File: src/rtl/sequence_generator_moore_if.sv
// Bus bundle for sequence_generator_moore: transmission request fields in,
// registered serial stream and status out.
interface sequence_generator_moore_if #(
  parameter int unsigned WIDTH = 8,
  parameter int unsigned REP_W = 4,
  parameter int unsigned GAP_W = 2
);
  localparam int unsigned LEN_W = $clog2(WIDTH);

  logic             start;
  logic [WIDTH-1:0] pattern;
  logic [LEN_W-1:0] len;
  logic [REP_W-1:0] repeat_cnt;
  logic [GAP_W-1:0] gap;
  logic             serial_out;
  logic             busy;
  logic             done;

  modport master (
    output start, pattern, len, repeat_cnt, gap,
    input  serial_out, busy, done
  );

  modport slave (
    input  start, pattern, len, repeat_cnt, gap,
    output serial_out, busy, done
  );
endinterface

File: src/rtl/sequence_generator_moore.sv
// Moore serial pattern generator: shifts a captured pattern MSB-first from
// bit len, repeated repeat_cnt+1 times with gap forced-0 cycles in between.
module sequence_generator_moore #(
  parameter int unsigned WIDTH = 8,
  parameter int unsigned REP_W = 4,
  parameter int unsigned GAP_W = 2
) (
  input logic                    clk,
  input logic                    reset,
  sequence_generator_moore_if.slave bus
);
  localparam int unsigned LEN_W = $clog2(WIDTH);

  typedef enum logic [1:0] {
    IDLE  = 2'd0,
    SHIFT = 2'd1,
    GAP   = 2'd2,
    DONE  = 2'd3
  } state_t;

  state_t           state_q, state_d;
  logic [WIDTH-1:0] pat_q, pat_d;
  logic [LEN_W-1:0] len_q, len_d;
  logic [REP_W-1:0] rep_q, rep_d;
  logic [GAP_W-1:0] gap_q, gap_d;
  logic [LEN_W-1:0] bit_q, bit_d;
  logic [GAP_W-1:0] gcnt_q, gcnt_d;
  logic             serial_q, serial_d;
  logic             busy_q, busy_d;
  logic             done_q, done_d;

  // State, captured fields, counters and registered outputs.
  always_ff @(posedge clk) begin
    if (reset) begin
      state_q  <= IDLE;
      pat_q    <= '0;
      len_q    <= '0;
      rep_q    <= '0;
      gap_q    <= '0;
      bit_q    <= '0;
      gcnt_q   <= '0;
      serial_q <= 1'b0;
      busy_q   <= 1'b0;
      done_q   <= 1'b0;
    end else begin
      state_q  <= state_d;
      pat_q    <= pat_d;
      len_q    <= len_d;
      rep_q    <= rep_d;
      gap_q    <= gap_d;
      bit_q    <= bit_d;
      gcnt_q   <= gcnt_d;
      serial_q <= serial_d;
      busy_q   <= busy_d;
      done_q   <= done_d;
    end
  end

  // Next state; counters are tested for zero before decrementing so they never wrap.
  always_comb begin
    state_d = state_q;
    pat_d   = pat_q;
    len_d   = len_q;
    rep_d   = rep_q;
    gap_d   = gap_q;
    bit_d   = bit_q;
    gcnt_d  = gcnt_q;
    unique case (state_q)
      IDLE: begin
        if (bus.start) begin
          pat_d   = bus.pattern;
          len_d   = bus.len;
          rep_d   = bus.repeat_cnt;
          gap_d   = bus.gap;
          bit_d   = bus.len;
          state_d = SHIFT;
        end
      end
      SHIFT: begin
        if (bit_q != '0) begin
          bit_d = bit_q - LEN_W'(1);
        end else if (rep_q != '0) begin
          rep_d = rep_q - REP_W'(1);
          if (gap_q != '0) begin
            gcnt_d  = gap_q - GAP_W'(1);
            state_d = GAP;
          end else begin
            bit_d = len_q;
          end
        end else begin
          state_d = DONE;
        end
      end
      GAP: begin
        if (gcnt_q == '0) begin
          bit_d   = len_q;
          state_d = SHIFT;
        end else begin
          gcnt_d = gcnt_q - GAP_W'(1);
        end
      end
      DONE: begin
        state_d = IDLE;
      end
      default: begin
        state_d = IDLE;
      end
    endcase
  end

  // Output values are a function of the upcoming state only, then registered.
  always_comb begin
    serial_d = 1'b0;
    busy_d   = 1'b0;
    done_d   = 1'b0;
    unique case (state_d)
      SHIFT: begin
        serial_d = pat_d[bit_d];
        busy_d   = 1'b1;
      end
      GAP:     busy_d = 1'b1;
      DONE:    done_d = 1'b1;
      default: ;
    endcase
  end

  assign bus.serial_out = serial_q;
  assign bus.busy       = busy_q;
  assign bus.done       = done_q;
endmodule

File: src/flat_wrapper.sv
// flat-port wrapper written by rule: the top's interface ports become plain ports
module sequence_generator_moore_flat 
#(
  parameter int unsigned WIDTH = 8,
  parameter int unsigned REP_W = 4,
  parameter int unsigned GAP_W = 2
)
  (clk, reset, bus_start, bus_pattern, bus_len, bus_repeat_cnt, bus_gap, bus_serial_out, bus_busy, bus_done);
  sequence_generator_moore_if #(.WIDTH(WIDTH), .REP_W(REP_W), .GAP_W(GAP_W)) bus_i ();
  input logic clk;
  input logic reset;
  input wire logic [$bits(bus_i.start)-1:0] bus_start;
  input wire logic [$bits(bus_i.pattern)-1:0] bus_pattern;
  input wire logic [$bits(bus_i.len)-1:0] bus_len;
  input wire logic [$bits(bus_i.repeat_cnt)-1:0] bus_repeat_cnt;
  input wire logic [$bits(bus_i.gap)-1:0] bus_gap;
  output wire logic [$bits(bus_i.serial_out)-1:0] bus_serial_out;
  output wire logic [$bits(bus_i.busy)-1:0] bus_busy;
  output wire logic [$bits(bus_i.done)-1:0] bus_done;
  assign bus_i.start = bus_start;
  assign bus_i.pattern = bus_pattern;
  assign bus_i.len = bus_len;
  assign bus_i.repeat_cnt = bus_repeat_cnt;
  assign bus_i.gap = bus_gap;
  assign bus_serial_out = bus_i.serial_out;
  assign bus_busy = bus_i.busy;
  assign bus_done = bus_i.done;
  sequence_generator_moore #(.WIDTH(WIDTH), .REP_W(REP_W), .GAP_W(GAP_W)) u_core (.clk(clk), .reset(reset), .bus(bus_i));
endmodule
File: config.mk
export PLATFORM = sky130hd
export DESIGN_NAME = sequence_generator_moore_flat
export DESIGN_NICKNAME = d
export VERILOG_FILES = /design/src/rtl/sequence_generator_moore_if.sv /design/src/rtl/sequence_generator_moore.sv /design/src/flat_wrapper.sv
export SDC_FILE = /design/constraint.sdc
export NUM_CORES = 1
export LEC_CHECK = 0
export BUFFER_PORTS_ARGS = -buffer_cell sky130_fd_sc_hd__buf_2
export CORE_ASPECT_RATIO = 0.5
export CORE_MARGIN = 4
export CORE_UTILIZATION = 60
export CTS_CLUSTER_SIZE = 8
export DETAILED_ROUTE_END_ITERATION = 10
export PLACE_DENSITY_LB_ADDON = 0.12
export SYNTH_ARGS = -nofsm -noshare
export SYNTH_HDL_FRONTEND = slang
export SYNTH_SLANG_ARGS = --single-unit
File: constraint.sdc
create_clock -name clk -period 5.6 [get_ports clk]
set_input_delay 1.12 -clock clk [delete_from_list [all_inputs] [get_ports clk]]
set_output_delay 1.12 -clock clk [all_outputs]
set_load 0.01 [all_outputs]
-- After elaboration in Yosys (flattened, before gate mapping)
Cells that the tools add are included.
Widths: inputs -> output; s select.
- register bits after elaboration: 27
- bits of input ports: 20
- output and inout port bits: 3
- word-level logic and storage cells: 66
- $add $sub $neg: 4
- magnitude comparators: 1
- eq/ne operators: 11
- mux-type cells: 27
- bitwise logic cells: 1
- reduce and logical (&&, ||, !) cells: 12
- operator list (kind ; number):
    $mux 2 ; 9
    $mux 8 ; 2
    $mux 3 ; 5
    $mux 4 ; 3
    $pmux 3 s3 ; 1
    $eq 2x2->1 const B ; 4
    $pmux 2 s4 ; 1
    $pmux 4 s2 ; 1
    $ne 2x2->1 const B ; 3
    $reduce_bool 2->1 ; 3
    $reduce_and 5->1 ; 1
    $eq 2x1->1 const B ; 2
    $logic_not 2->1 ; 2
    $lt 3x4->1 const B ; 1
    $ne 2x1->1 const B ; 2
    $pmux 2 s2 ; 1
    $reduce_and 4->1 ; 1
    $reduce_bool 4->1 ; 1
    $reduce_or 2->1 ; 2
    $sub 2x1->2 const B ; 2
    $sub 4x1->4 const B ; 1
    $bmux 1 s3 ; 1
    $mux 1 ; 3
    $reduce_bool 3->1 ; 1
    3 further kinds ; 3

-- Depth between registers and ports, before layout
- depth after elaboration: 8
- depth in mapped cells: 10
- mapped depth without buffers: 10

-- Least setup slack after synthesis
No wires, ideal clock.
- path type: input to register
- from: in bus_start
- to: reg u_core.serial_q (netlist: u_core.bus.serial_out)
- setup time: 0.131 ns
- arrival time: 2.305 ns
- required time: 5.469 ns
- setup slack: 3.164 ns
- cell stages on the path: 7
- path buffers: 1
- path through: and2_1 -> buf_2 -> a22oi_1 -> o221ai_4 -> mux4_1 -> a22oi_1 -> a311oi_1
- longest elaborated chain between the ends: 5
- elaborated cells between the ends (all ways): 11
- those cells by class: eq/ne (1); mux (8); bitwise (1); reduce/logical (1)
- RTL lines (element ; RTL line ; text):
    from (decl) ; flat_wrapper.sv:12 ; input wire logic [$bits(bus_i.start)-1:0] bus_start;
    parallel branches: the longest is 5 deep, another holds $mux 3 ; -- ;
    to (signal assigned) ; sequence_generator_moore.sv:53 ; serial_q <= serial_d;
    to (decl) ; sequence_generator_moore.sv:28 ; logic serial_q, serial_d;
Parallel ways; which one is timed is not known. The select of a mux whose other input is x is not followed.
A chain may end at the register's enable or synchronous reset.

-- Worst setup path in the final report
Ends and elaborated chain as after synthesis.

==> impl_table.tex <==
\begin{tabular}{lr}
\hline
Metric & Value \\
\hline
\multicolumn{2}{l}{\textbf{Outcome}} \\
Result of the run & complete, no violations \\
\multicolumn{2}{l}{\textbf{Timing}} \\
Hold Vio Cnt, Final & 0 \\
Period Utilization, post-route & 48.32\% \\
Final Max Tran Viols & 0 \\
RSZ-0062 raised after global routing & false \\
Fmax & 0.3696 GHz \\
Worst-case clock skew & 0.01052 ns \\
Total negative slack & 0 ns \\
Final min period & 2.706 ns \\
Worst-case hold slack & 0.4601 ns \\
Final-report setup violation count & 0 \\
Headroom to the max-slew limit & 42.68\% \\
Worst Max-Slew Pin Slew & 0.8547 ns \\
\multicolumn{2}{l}{\textbf{Routing}} \\
Count of unresolved DRC violations after routing & 0 \\
Number of nets with antenna violations after detailed routing & 0 \\
Vias post-DR & 1,394 \\
Final wirelength & 3283 µm \\
WL/cell & 13.51 µm \\
DRT Pass-1 Iters & 5 \\
First DRT Iteration DRCs & 141 \\
Average via count per standard cell & 5.737 \\
\multicolumn{2}{l}{\textbf{CTS}} \\
Clock insertion delay at the later pin of the skew report & 0.28 ns \\
Number of sinks driven by the clock tree & 27 \\
\# resized after CTS & 0 \\
Maximum clock insertion buffer count & 2 \\
Clock tree from TritonCTS & done \\
Post-CTS Setup Repair Bufs & 0 \\
Number of hold-repair buffers added at the cts stage & 0 \\
CTS Root Buffer Type & sky130\_fd\_sc\_hd\_\_clkbuf\_8 \\
Number of buffers added by the clock tree synthesis step & 3 \\
Clock slew at reported path FFs & 0.10 ns \\
H-tree depth & 1 \\
\multicolumn{2}{l}{\textbf{Die}} \\
Total number of placement rows & 12 \\
Die Y-Extent & 44.22 µm \\
I/O pins & 23 \\
Effective utilization at floorplan & 66.77\% \\
Die Span X & 80.44 µm \\
Area enclosed by the die boundary & 3556 µm² \\
Placeable core region & 2357 µm² \\
\multicolumn{2}{l}{\textbf{Finish}} \\
Highest-count cells in the layout ignoring fill and taps & sky130\_fd\_sc\_hd\_\_nand2\_1 (34), sky130\_fd\_sc\_hd\_\_dfxtp\_1 (27), sky130\_fd\_sc\_hd\_\_a21oi\_1 (22), sky130\_fd\_sc\_hd\_\_buf\_2 (22), sky130\_fd\_sc\_hd\_\_nor2\_1 (14) \\
Area grow syn2layout & 11.05\% \\
Final antenna diode count & 0 \\
Leading cell type in the layout, fill and taps excluded & sky130\_fd\_sc\_hd\_\_nand2\_1 \\
Post-route cell area & 1748 µm² \\
Layout cells sized above 1 & 17.31\% \\
Final standard cell utilization of the core & 74.15\% \\
Number of nets in the final layout & 239 \\
\multicolumn{2}{l}{\textbf{Setup path}} \\
Required time worst endpoint & 5.75 ns \\
Data arrival at the endpoint of the critical path & 2.86 ns \\
Critical Setup Path Class & input pin to flop \\
Reg2Reg Setup Slack & 2.97 ns \\
Nature of the critical path startpoint & input pin \\
Worst reg2reg path endpoint & u\_core.bus.serial\_out \\
Number of cells on the worst reg-to-reg path & 9 \\
Reg2reg start & u\_core.state\_q[1] \\
Critical path capture point type & flop \\
Largest fanout on the critical path & 17 \\
\multicolumn{2}{l}{\textbf{Job}} \\
Max-cap viol count & 0 \\
\multicolumn{2}{l}{\textbf{Synth}} \\
Number of distinct library cells after synthesis & 49 \\
Proportion of synthesized chip area in sequential cells & 34.34\% \\
Yosys reg bits & 27 \\
Count of mapped cells out of synthesis & 189 \\
Total standard cell area after synthesis & 1574 µm² \\
Synth Area per Inst & 8.328 µm² \\
Mapped Nets & 219 \\
Total number of yosys warnings & 0 \\
Async set or reset register ratio after synthesis & 0\% \\
Predominant post-synthesis flop cell & sky130\_fd\_sc\_hd\_\_dfxtp\_1 \\
Number of synthesized flops with an enable pin & 0 \\
\multicolumn{2}{l}{\textbf{Power}} \\
VDD IR-drop max & 0.0001738 V \\
Total power & 627.7 µW \\
Static Leakage & 0.7237 nW \\
Areal power density over the cells & 359.1 nW/µm² \\
\multicolumn{2}{l}{\textbf{Placed design}} \\
Port Buffers & 22 \\
Placed wire-length estimate & 2481 µm \\
Instance area at placement & 1699 µm² \\
Routability cong. & 0.7998 \\
\multicolumn{2}{l}{\textbf{Global routing}} \\
Global-route wire length before repair & 5775 µm \\
Initial antenna violation count & 0 \\
Total global-route track usage & 20.69\% \\
Number of global-route vias before repair & 1,256 \\
Total congestion overflow after global routing & 0 \\
Largest net degree at the start of global routing & 28 \\
\multicolumn{2}{l}{\textbf{Hold path}} \\
Hold EP & u\_core.pat\_q[2] \\
Number of instances on the worst hold path & 2 \\
Hold/Removal Path Class & flop to flop \\
Critical hold path startpoint & u\_core.pat\_q[2] \\
\hline
\end{tabular}
[state kept, by name (all words and copies together), names as in the netlist]
name,count
u_core.bit_q,3
u_core.bus.busy,1
u_core.bus.done,1
u_core.bus.serial_out,1
u_core.gap_q,2
u_core.gcnt_q,2
u_core.len_q,3
u_core.pat_q,8
u_core.rep_q,4
u_core.state_q,2
[report_power, final]
| part | internal, mW | switching, mW | leakage (nW) |
|---|---|---|---|
| registers | 0.222 | 0.0211 | 0.222 |
| logic | 0.117 | 0.153 | 0.480 |
| clock network | 0.0506 | 0.0651 | 0.0217 |
| total | 0.389 | 0.239 | 0.724 |
[per-stage QoR]
stage	worst slack, ns	std cells
6_report	2.894	243
2_1_floorplan	3.164	189
5_1_grt	2.714	243
4_1_cts	2.881	243
3_5_place_dp	2.577	239
3_3_place_gp	2.637	239
[cells in the mapped netlist (2+ instances only)]
library cell,n,area [µm²]
sky130_fd_sc_hd__buf_2,2,10.01
sky130_fd_sc_hd__buf_1,2,7.510
sky130_fd_sc_hd__nor2_1,14,52.55
sky130_fd_sc_hd__nand3b_1,3,22.52
sky130_fd_sc_hd__a21oi_1,22,110.1
sky130_fd_sc_hd__mux4_1,2,52.55
sky130_fd_sc_hd__clkbuf_1,3,11.26
sky130_fd_sc_hd__nor2b_1,8,50.05
sky130_fd_sc_hd__mux2i_1,2,20.02
sky130_fd_sc_hd__a22oi_1,4,30.03
sky130_fd_sc_hd__nor3_1,3,15.01
sky130_fd_sc_hd__o21ai_0,9,45.04
sky130_fd_sc_hd__a211oi_1,2,15.01
sky130_fd_sc_hd__nand2_1,34,127.6
sky130_fd_sc_hd__ha_1,10,125.1
sky130_fd_sc_hd__inv_1,10,37.54
sky130_fd_sc_hd__dfxtp_1,27,540.5
[layout make-up]
class	count	area [µm²]
multi-input cells	144	963.4
fillers	194	609.3
flip-flops and latches	27	540.5
repair buffers	22	110.1
well taps	35	43.79
clock buffers	3	41.29
inverters	11	41.29
clock inverters	1	7.507
[worst max-delay path, cell delays in order]
cell and delay (ns):
sky130_fd_sc_hd__buf_2 0.10, sky130_fd_sc_hd__and2_1 0.51, sky130_fd_sc_hd__a22oi_1 0.21, sky130_fd_sc_hd__o221ai_4 0.29, sky130_fd_sc_hd__mux4_1 0.32, sky130_fd_sc_hd__a22oi_1 0.18, sky130_fd_sc_hd__a311oi_1 0.12
[worst max path at each step]
stage	slack (ns)	from	end
after detailed placement	2.58	bus_start	u_core.bus.serial_out
after global routing	2.71	bus_start	u_core.bus.serial_out
after global placement	2.64	bus_start	u_core.bus.serial_out
final	2.89	bus_start	u_core.bus.serial_out
after floorplan	3.16	bus_start	u_core.bus.serial_out
after CTS	2.88	bus_start	u_core.bus.serial_out
[layer usage]
metal	routed length, µm	global-route usage [%]
met2	1474	35.69
met3	266	5.488
met1	1534	27.28
met4	8	2.020
met5	0	0
[cells by family after synthesis]
kind of cell / share of synthesized area (%)
and+or+nand+nor: 22.90
AOI/OAI and AO/OA: 25.76
DFF: 34.34
buffers and inverters: 4.452
adders and majority gates: 7.949
muxes: 4.611
No activity file was read; power rests on OpenSTA's default activity.
